==> src/rtl/fetch_pkg.sv <==
// fetch_pkg: shared types, buffer sizing and PC helper for the fetch sequencer
package fetch_pkg;
    localparam int XLEN = 32;
    localparam int FETCH_BUF_DEPTH = 2;
    localparam logic [XLEN-1:0] INSTR_NOP = 32'h00000033;

    typedef struct packed {
        logic [XLEN-1:0] pc;
        logic [XLEN-1:0] instr;
    } fetch_entry_t;

    typedef enum logic [1:0] {EMPTY = 2'd0, ONE = 2'd1, FULL = 2'd2} buf_state_t;

    function automatic logic [XLEN-1:0] wrap_pc(input logic [XLEN-1:0] a, input logic [XLEN-1:0] limit);
        return a & (limit - XLEN'(1)) & ~XLEN'(3);
    endfunction
endpackage

==> src/rtl/fetch_buf.sv <==
// fetch_buf: 2-entry FIFO of {pc, instr} with flush; head is always registered
module fetch_buf
    import fetch_pkg::*;
(
    input  logic         clk,
    input  logic         rst_n,
    input  logic         push,
    input  logic         pop,
    input  logic         flush,
    input  fetch_entry_t din,
    output fetch_entry_t head,
    output logic [1:0]   count
);
    buf_state_t   state_q, state_d;
    fetch_entry_t mem_q [FETCH_BUF_DEPTH];
    logic         rd_q, wr_q;

    always_comb begin
        state_d = state_q;
        if (flush) state_d = EMPTY;
        else if (push && !pop) state_d = (state_q == EMPTY) ? ONE : FULL;
        else if (pop && !push) state_d = (state_q == FULL) ? ONE : EMPTY;
    end

    always_ff @(posedge clk or negedge rst_n) begin
        if (!rst_n) begin
            state_q <= EMPTY;
            rd_q    <= 1'b0;
            wr_q    <= 1'b0;
            for (int i = 0; i < FETCH_BUF_DEPTH; i++) mem_q[i] <= '0;
        end else begin
            state_q <= state_d;
            if (flush) begin
                rd_q <= 1'b0;
                wr_q <= 1'b0;
            end else begin
                if (push) begin
                    mem_q[wr_q] <= din;
                    wr_q        <= ~wr_q;
                end
                if (pop) rd_q <= ~rd_q;
            end
        end
    end

    assign head  = mem_q[rd_q];
    assign count = state_q;

    // The issue rule upstream must keep a full buffer from ever seeing a push
    assert property (@(posedge clk) disable iff (!rst_n) !(state_q == FULL && push && !flush));
endmodule

==> src/rtl/fetch_ctrl.sv <==
// fetch_ctrl: PC sequencer issuing imem reads and buffering returns for decode
module fetch_ctrl
    import fetch_pkg::*;
#(
    parameter int WIDTH      = 32,
    parameter int RESET_PC   = 0,
    parameter int PC_STEP    = 4,
    parameter int ADDR_LIMIT = 256
) (
    input  logic             clk,
    input  logic             rst_n,
    input  logic             en,
    input  logic             redirect_valid,
    input  logic [WIDTH-1:0] redirect_pc,
    output logic [WIDTH-1:0] imem_addr,
    input  logic [WIDTH-1:0] imem_rdata,
    output logic             instr_valid,
    input  logic             instr_ready,
    output logic [WIDTH-1:0] instr_data,
    output logic [WIDTH-1:0] instr_pc
);
    logic [WIDTH-1:0] pc_q, inflight_pc_q;
    logic             inflight_q, issue, push, pop;
    logic [1:0]       count;
    fetch_entry_t     head;

    assign pop  = instr_valid & instr_ready;
    assign push = inflight_q & ~redirect_valid;
    // Reserve a slot for the in-flight word so a stalled consumer never overflows the buffer
    assign issue = en & ~redirect_valid & ((3'(count) + 3'(inflight_q)) < (3'd2 + 3'(pop)));

    always_ff @(posedge clk or negedge rst_n) begin
        if (!rst_n) begin
            pc_q          <= WIDTH'(RESET_PC);
            inflight_pc_q <= '0;
            inflight_q    <= 1'b0;
        end else begin
            inflight_q <= issue;
            if (issue) inflight_pc_q <= pc_q;
            if (redirect_valid) pc_q <= wrap_pc(redirect_pc, XLEN'(ADDR_LIMIT));
            else if (issue) pc_q <= wrap_pc(pc_q + WIDTH'(PC_STEP), XLEN'(ADDR_LIMIT));
        end
    end

    fetch_buf u_buf (
        .clk   (clk),
        .rst_n (rst_n),
        .push  (push),
        .pop   (pop),
        .flush (redirect_valid),
        .din   ('{pc: inflight_pc_q, instr: imem_rdata}),
        .head  (head),
        .count (count)
    );

    assign imem_addr   = pc_q;
    assign instr_valid = count != 2'd0;
    assign instr_data  = head.instr;
    assign instr_pc    = head.pc;
endmodule

==> config.mk <==
export PLATFORM = sky130hd
export DESIGN_NAME = fetch_ctrl
export DESIGN_NICKNAME = d
export VERILOG_FILES = /design/src/rtl/fetch_pkg.sv /design/src/rtl/fetch_buf.sv /design/src/rtl/fetch_ctrl.sv
export SDC_FILE = /design/constraint.sdc
export NUM_CORES = 1
export LEC_CHECK = 0
export ABC_AREA = 1
export CAP_MARGIN = 15
export CELL_PAD_IN_SITES_DETAIL_PLACEMENT = 0
export CELL_PAD_IN_SITES_GLOBAL_PLACEMENT = 2
export CORE_UTILIZATION = 35
export DETAILED_ROUTE_END_ITERATION = 16
export DONT_BUFFER_PORTS = 1
export PLACE_DENSITY = 0.88
export SLEW_MARGIN = 30
export SYNTH_ARGS = -nofsm -noshare
export SYNTH_HDL_FRONTEND = slang
export SYNTH_SLANG_ARGS = --single-unit
==> constraint.sdc <==
create_clock -name clk -period 2.7 [get_ports clk]
set_clock_uncertainty 0.2 [all_clocks]
set_input_delay 0.405 -clock clk [delete_from_list [all_inputs] [get_ports clk]]
set_output_delay 0.405 -clock clk [all_outputs]
set_load 0.01 [all_outputs]
==> results_dict.tcl <==
set metrics [dict create \
    status "finished with violations" \
    violations "hold timing" \
    tightest_slew_ns 0.516 \
    rows 41 \
    nNetsFinal 642 \
    arrival_ns 1.55 \
    cts_buffer_depth 2 \
    worstPathMaxFanout 22 \
    grt_pass1_wl_um 14800 \
    drv_cap 0 \
    first_pass_iters 4 \
    fillCellCount 1335 \
    period_needed_ns 2.15 \
    clkTransAtPathRegs_ns 0.07 \
    wl_um 9310 \
    gp_congestion 0.697 \
    final_cell_area_sq_um 4900 \
    cts.sinks 93 \
    drc 0 \
    drive_above_1_share 0.0504 \
    path_cells "buf_4 > inv_1 > buf_4 > nand2_1 > nand2_1" \
    totalPowerFinal_uw 4240 \
    detailed_place.area_sq_um 4470 \
    synth_area_sq_um 4550 \
    initial_core_util 0.359 \
    antenna_found_initial 0 \
    clock_latency_ns 0.35 \
    fp.dieW_um 116 \
    cts_hold_buf 10 \
    wl_per_cell_um 12.5 \
    timing.fmax_ghz 0.465 \
    cts-htree-levels 3 \
    grt_pass1_vias 3014 \
    cts-root-buf "clkbuf_16" \
    endpoint_kind "primary output" \
    rsz0062_at_grt "false" \
    ir_worst_vdd_mv 0.262 \
    slew_headroom 0.656 \
    p_per_area_nw_per_um2 865 \
    synth_warnings 0 \
    pre_cts_ws_ns 0.774 \
    slew_violations 0 \
    post_cts_buffers 0 \
    die_h_um 116 \
    required_ns 2.10 \
    hold_viol 93 \
    synthCells 570 \
    hold_path.class "primary input to asynchronous set/reset pin" \
    power.leakage_uw 0.00262 \
    dpl.hpwl_um 6000 \
    cts_buffers 9 \
    grt_usage 0.146 \
    yosysSeqAreaShare 0.511 \
    syn_avg_cell_area_sq_um 7.98 \
    numPortBuffers 0 \
    final.setup.tns_ns 0 \
    yosysUniqueCellTypes 20 \
    cp-start-kind "flop" \
    core_area_sq_um 12700 \
    vias 3321 \
    syn2layout_area_growth_pct 7.62 \
    drtIter0Drc 178 \
    antenna_left 0 \
    grt-ovfl-total 0 \
    finalCritPeriodShare 0.797 \
    setup_ws_ns 0.548 \
    synth_seq_cells 93 \
    die-area_sq_um 13500 \
    setup_viol 0 \
    cts_tree "done" \
    ctsResizeCount 0 \
    cpMaxStageDelayCell "dfrtp_1" \
    grt_max_degree 94 \
    hold-worst-slack_ns -0.453 \
    slowest_delay_ns 0.38 \
    diodes 0 \
    critPathTopFamily "buffers and inverters" \
    io_pins 166 \
    critPathBufInv 3 \
    crit_type "flop to primary output" \
    viasPerCell 4.45 \
]
-- state kept, by name, summed over array words and instances (netlist names) --
name,cells
inflight_pc_q,6
imem_addr,6
u_buf.rd_q,1
inflight_q,1
u_buf.count,2
u_buf.wr_q,1
u_buf.mem_q,76
-- synth_stat cells --
cell / instances / area, sq um
a21oi_1: 1 / 5.00
buf_2: 7 / 35.0
buf_4: 52 / 390
buf_6: 6 / 67.6
clkbuf_1: 15 / 56.3
clkbuf_2: 1 / 5.00
conb_1: 1 / 3.75
dfrtp_1: 93 / 2330
ha_1: 3 / 37.5
inv_1: 48 / 180
inv_2: 1 / 3.75
nand2_1: 229 / 860
nand3_1: 20 / 100
nand4_1: 1 / 6.26
nor2_1: 2 / 7.51
nor2_4: 1 / 11.3
o21ai_0: 56 / 280
o21ai_1: 30 / 150
or2_1: 1 / 6.26
xor2_1: 2 / 17.5
-- metrics by stage --
stage	hold slack (ns)	util	cells
after floorplan	-0.0906	-	621
after global placement	-0.0883	0.353	721
after detailed placement	-0.0882	0.353	721
after CTS	-0.468	0.386	747
after global routing	-0.472	0.386	747
final	-0.453	0.386	747
-- power breakdown --
part	internal, uW	switching, uW
clock network	816	547
logic	292	593
registers	1770	216
total	2880	1360
-- cell usage in the layout (no fill, tap or decap) --
master and instances:
clkbuf_16 9, clkinvlp_4 1, xor2_1 2, a21oi_1 1, nor2_4 1, dfrtp_1 93, inv_1 48, o21ai_0 56
or2_2 1, clkinv_2 1, nand3_1 20, conb_1 52, clkinv_4 2, ha_1 3, nand4_1 1, inv_6 1
nor2_1 2, inv_2 1, nand2_2 1, nand2_1 228, buf_4 9, o21ai_1 30, dlygate4sd3_1 10, bufinv_16 2
-- final timing paths --
check                                from               to  slack, ns  cells after the start
max                            u_buf.rd_q    instr_data[1]       0.55                      5
min                                 rst_n  u_buf.mem_q[86]      -0.45                      0
max reg2reg                    inflight_q  u_buf.mem_q[64]       0.78                      7
min reg2reg                u_buf.mem_q[0]   u_buf.mem_q[0]       0.28                      2
max in group asynchronous           rst_n  u_buf.mem_q[27]       2.57                      0
min in group clk           imem_rdata[23]  u_buf.mem_q[87]       0.01                      2
-- area by class of cell --
| type | instances | area (sq um) | share of cell area |
|---|---|---|---|
| Inverter | 49 | 184 | 0.0376 |
| Multi-Input combinational cell | 398 | 1680 | 0.343 |
| Sequential cell | 93 | 2330 | 0.475 |
| Clock buffer | 9 | 225 | 0.0460 |
| Timing Repair Buffer | 19 | 168 | 0.0342 |
| Tap cell | 172 | 215 | 0.0439 |
| Clock inverter | 7 | 98.8 | 0.0202 |
-- kinds of logic (layout without fill, tap and decap cells) --
logic type | after synthesis | after routing | share of synthesized area
flip-flops | 93 | 93 | 0.511
adder cells (fa/ha/maj) | 3 | 3 | 0.00825
AND/OR/NAND/NOR | 254 | 254 | 0.218
other | 1 | 52 | 0.000824
buffers and inverters | 130 | 84 | 0.162
AO/OA/AOI/OAI | 87 | 87 | 0.0957
XOR/XNOR | 2 | 2 | 0.00385
-- per-layer routing --
metal  routed length [um]  GRT usage  vias up
li1                     -          -     1661
met1                 4200      0.170     1552
met2                 4260      0.239       98
met3                  693     0.0539       10
met4                  149     0.0692        0
met5                    0          0        -
No activity file was read; power rests on OpenSTA's default activity.
